### config.mk
export PLATFORM = sky130hd
export DESIGN_NAME = out_port_buffered
export DESIGN_NICKNAME = d
export VERILOG_FILES = /design/src/rtl/out_port_buffered.sv
export SDC_FILE = /design/constraint.sdc
export NUM_CORES = 1
export LEC_CHECK = 0
export CORE_ASPECT_RATIO = 1.4
export CORE_MARGIN = 2
export CORE_UTILIZATION = 45
export DETAILED_ROUTE_END_ITERATION = 16
export HOLD_SLACK_MARGIN = 0.15
export PLACE_DENSITY = 0.7
export SETUP_SLACK_MARGIN = 0.3
export SLEW_MARGIN = 5
export SYNTH_ARGS = -nofsm -noshare
export SYNTH_HDL_FRONTEND = slang
export SYNTH_SLANG_ARGS = --single-unit
### constraint.sdc
create_clock -name clock -period 6.84 [get_ports clock]
set_input_delay 1.368 -clock clock [delete_from_list [all_inputs] [get_ports clock]]
set_output_delay 1.368 -clock clock [all_outputs]
set_load 0.03 [all_outputs]
### src/rtl/out_port_buffered.sv
// Buffered datapath output port: DEPTH-entry FWFT FIFO drained by a
// valid/ready device, with a legacy last-value register and status flags.
module out_port_buffered #(
  parameter int WIDTH = 32,
  parameter int DEPTH = 4,
  parameter int CW    = $clog2(DEPTH) + 1
) (
  input  logic             clock,
  input  logic             clear,
  input  logic [WIDTH-1:0] BusMuxOut,
  input  logic             OutPortenable,
  input  logic             ovf_clr,
  output logic [WIDTH-1:0] dev_data,
  output logic             dev_valid,
  input  logic             dev_ready,
  output logic [WIDTH-1:0] last_value,
  output logic             full,
  output logic             empty,
  output logic [CW-1:0]    count,
  output logic             overflow
);

  localparam int AW = $clog2(DEPTH);

  logic [WIDTH-1:0] mem [DEPTH];
  logic [AW-1:0]    wptr;
  logic [AW-1:0]    rptr;
  logic             enq;
  logic             deq;
  logic             drop;

  assign full      = (count == CW'(DEPTH));
  assign empty     = (count == '0);
  assign dev_valid = !empty;
  assign dev_data  = mem[rptr];

  // full implies valid, so a full-time write is covered by a real dequeue
  assign deq  = dev_valid & dev_ready;
  assign enq  = OutPortenable & (!full | dev_ready);
  assign drop = OutPortenable & full & !dev_ready;

  always_ff @(posedge clock or posedge clear) begin
    if (clear) begin
      for (int i = 0; i < DEPTH; i++) begin
        mem[i] <= '0;
      end
      wptr       <= '0;
      rptr       <= '0;
      count      <= '0;
      last_value <= '0;
      overflow   <= 1'b0;
    end else begin
      if (enq) begin
        mem[wptr]  <= BusMuxOut;
        last_value <= BusMuxOut;
        wptr       <= wptr + AW'(1);
      end
      if (deq) begin
        rptr <= rptr + AW'(1);
      end
      case ({enq, deq})
        2'b10:   count <= count + CW'(1);
        2'b01:   count <= count - CW'(1);
        default: count <= count;
      endcase
      // a drop on the same edge as ovf_clr keeps the flag set
      if (drop) begin
        overflow <= 1'b1;
      end else if (ovf_clr) begin
        overflow <= 1'b0;
      end
    end
  end

endmodule

# Word-level counts from Yosys, hierarchy flattened
# Index checks and enable logic that the tools add are counted.
# classes
muxes,9
n_bitwise,7
multipliers,0
div,0
eq_ne,3
n_reduce_logical,7
shift,0
order_cmp,3
n_addsub,4
# ops
operator,count
$bwmux 128,1
$mux 32,3
$bmux 32 s2,1
$demux 32 s2,1
$ge 3x3->1 const B,2
$not 2->3,2
$pmux 3 s2,1
$add 2x1->2 const B,2
$and 1x1->1,4
$reduce_bool 2->1,2
$add 3x1->3 const B,1
$eq 3x3->1 const B,1
$logic_not 1->1,3
$logic_not 3->1,1
$lt 3x1->1 const B,1
$sub 3x1->3 const B,1
$eq 2x1->1 const B,1
$eq 2x2->1 const B,1
$mux 1,2
$logic_and 1x1->1,1
$or 1x1->1,1
# word_totals
rom_bits,0
n_memories,0
latch_bits,0
mem_bits_rw,0
register_bits,168

# Logic depth before layout (Yosys ltp)
# depth
depth_word,6
ltp_mapped,10
depth_no_buf,8

# Least setup slack after synthesis
# Ideal clock, no wire load.
# synth_timing
path_type,input port to flip-flop
from,input port dev_ready
to,register count[2]
setup_slack_ns,3.703
required_time_ns,6.759
cell_stages,10
arrival_ns,3.056
path_cell_list,nor4b_4 -> nand2b_1 -> buf_6 -> buf_6 -> ha_1 -> inv_1 -> fa_1 -> xor2_1 -> nor2_1 -> xor2_1
# synth_between
elab_chain_cells,4
# synth_lines
element,line,source
"start, declared",15,"input logic dev_ready,"
$or 1x1->1,39,assign enq = OutPortenable & (!full | dev_ready);
$and 1x1->1,39,
$eq 2x1->1 / $eq 2x2->1 (equally long branches),61,"case ({enq, deq})"
$pmux 3 s2 / $reduce_bool 2->1 (equally long branches),--,
"end signal, assigned",62,2'b10: count <= count + CW'(1);
"end signal, assigned",63,2'b01: count <= count - CW'(1);
"end signal, assigned",64,default: count <= count;
"end, declared",19,"output logic [CW-1:0] count,"
# Several ways; a longest one is shown, not always the timed one.
# A chain may end at the register's enable or synchronous reset.

# Worst setup path in the final report
# Same ends and word-level chain as after synthesis.

==> run metrics <==
status=finished clean; Avg Cell Area, Syn=17.1 sq um; WHS Path Cells=1; worst clock skew=0.00662 ns; Startpoint Class=primary input; min cycle time layout=4.19 ns; most common cell in the netlist=dfrtp_1; CP max stage cell=nand2b_2; Main synth FF type=dfrtp_1; clock slew at reported path FFs=0.06 ns; cells along the critical path=clkdlybuf4s50_1 -> nor4b_4 -> nand2b_2 -> ha_1 -> inv_1 -> fa_1 -> xor2_1 -> nor2_1 -> xor2_1; Resized cells post-CTS=0; relative slew slack=30.7%; FF+latch count, synth=168; Clock Sink Count=168; vias per inst=5.39; setup TNS=0 ns; area of the multi-input gates=2810 sq um; simple-gate share of the synthesized area=1.16%; WS Path Type=primary input to flop; Core Box Area=15700 sq um; gpl congestion=0.690; peak fanout along the critical path=35; Power Internal=3360 uW; Yosys top cell area share=58.2%; crit end category=flop; DRC viols=0; CTS tree=yes; Detailed Routing Iterations Pass 1=4; worst-margin pin slew=1.04 ns; buffers and inverters on the worst path=2; non-filler cells, final=740; worst path arrival time=4.54 ns; Pins Over Slew Limit=0; Synth async-reset ratio=100%; Ports=108; largest family of logic cells by synthesized area=multiplexers; setup repair bufs after CTS=0; number of global-route vias before repair=4449; Die Wd=111 um; H-tree depth=4; Syn Inst Count=423; Sw Share=34.1%; Clk pwr share=21.5%; Leak=0.00373 uW; Post-Synth Adder-Cell Area=1.14%; Hold Path Class=flop to flop; ant diodes=0; Initial Utilization=46.1%; total gr overflow=0; Worst VDD drop=0.000317 V; CP required=7.19 ns; HPWL Detailed=8930 um; Post-DRT Antenna Nets=0; global-route wire length before repair=24200 um; Final Hold Fails=0; Reg power frac=34.2%; EDFF count, synth=0; Yosys warnings=0; synth unique cells=20; CTS max path bufs=2; pin count of the biggest net entering global routing=116; delay-heaviest family, CP=simple AND/OR/NAND/NOR gates; Tot GR Track Use=18.2%; die height=154 um; vias=3990; top post-synthesis cells by area=dfrtp_1, mux2_2, mux4_2, buf_6, ha_1; post-synthesis mux area share=35.2%; clock latency at the later pin of the worst-skew pair=0.42 ns; DIE AREA=17100 sq um; Hold-fix buffers, CTS=0; FF-to-FF path depth=8; final setup fails=0; cell repeated most along the worst path=xor2_1; Total Nets Final=574; initial antenna violation count=0; Synth Area in XOR/XNOR=0.727%; crit share post-route=61.2%; Max Cap Violations=0; Synth area leader=dfrtp_1; share of cells above drive strength 1=44.1%; CTS root buf=clkbuf_16; Avg WL per Cell=19.7 um; PD cells=559 nW/um^2; post-synthesis compound-gate area fraction=0.190%; Worst path max stage delay=0.94 ns; Rows=54; Worst path depth=9; NetSw=1730 uW; Layout Area Growth over Synthesis=25.9%; final-layout fill cell count=1263; Iter 0 DRT Violations=130; logic gate share of total power=44.2%; Synthesized Nets=466; sequential area share after synthesis=58.2%; placed insts=708; I/O Buffers=107; register area=4210 sq um; fmax=239 MHz; Post-synth top cells=dfrtp_1, mux2_2, mux4_2; Synth Cell Area=7230 sq um; final WL=14600 um; Num CTS Buffers=17; RSZ-0062 raised after global routing=no
cell usage in the layout (no fill, tap or decap):
master and instances:
clkbuf_8 3, bufinv_16 6, dfrtp_1 166, ha_1 5, fa_1 1, mux4_2 32, mux2_2 161, clkinv_2 2
buf_4 6, inv_6 1, o31a_1 1, and3_1 1, xnor2_1 3, clkbuf_16 17, or3_1 1, dfrtp_2 2
mux2i_1 1, nor2_1 1, clkdlybuf4s50_1 107, xor2_1 3, inv_1 7, nor2_4 4, nand2_1 6, nor4b_4 1
clkinvlp_4 4, nand2b_2 1, o21ai_0 1
power groups by stage:
stage / Clock (uW) / Combinational [uW] / Sequential, uW
after floorplan: 0 / 1550 / 1720
after global placement: 0 / 2240 / 1720
after detailed placement: 0 / 2280 / 1770
after CTS: 1110 / 2290 / 1750
after global routing: 1160 / 2380 / 1810
final: 1100 / 2250 / 1740
area by class of cell:
class,instances,area share [%]
Multi-Input combinational cell,223,30.9
Clock inverter,12,2.42
Timing Repair Buffer,113,12.3
Tap cell,196,2.70
Sequential cell,168,46.2
Inverter,8,0.385
Clock buffer,20,5.13
stage by stage:
stage          utilization (%)  total power, uW  hold WS, ns  area (sq um)  setup WS (ns)
3_3_place_gp              53.7             3950        0.483          8410           2.22
2_1_floorplan                -             3270        0.475          7230          0.925
5_1_grt                   58.0             5360        0.517          9100           2.46
6_report                  58.0             5090        0.499          9100           2.65
3_5_place_dp              53.7             4050        0.491          8410           2.15
4_1_cts                   58.0             5160        0.504          9100           2.58
routing by layer:
layer	up-vias	wire length (um)	GRT usage [%]
met3	17	484	3.94
met4	0	240	6.64
li1	1753	-	-
met5	-	0	0
met2	75	7770	31.6
met1	2145	6090	22.6
registers in the layout (all words and copies together), names as in the netlist:
signal / cells
rptr: 2
wptr: 2
overflow: 1
last_value: 32
mem: 128
count: 3
cells by family after synthesis:
family,count (synthesis)
mux,194
flops,168
buf+inv,32
simple gates,15
xor+xnor,6
fa+ha+maj,6
compound gates,2
path summary, 6_finish.rpt:
path,from,to,slack (ns)
setup / recovery,dev_ready,count[2]$_DFFE_PP0P_,2.65
hold / removal,mem[63]$_DFFE_PP0P_,mem[63]$_DFFE_PP0P_,0.50
setup reg to reg,count[1]$_DFFE_PP0P_,count[2]$_DFFE_PP0P_,3.54
hold reg to reg,mem[63]$_DFFE_PP0P_,mem[63]$_DFFE_PP0P_,0.50
max in group asynchronous,clear,mem[3]$_DFFE_PP0P_,4.05
min in group asynchronous,clear,last_value[15]$_DFFE_PP0P_,1.54
(Power assumes the default switching activity.)
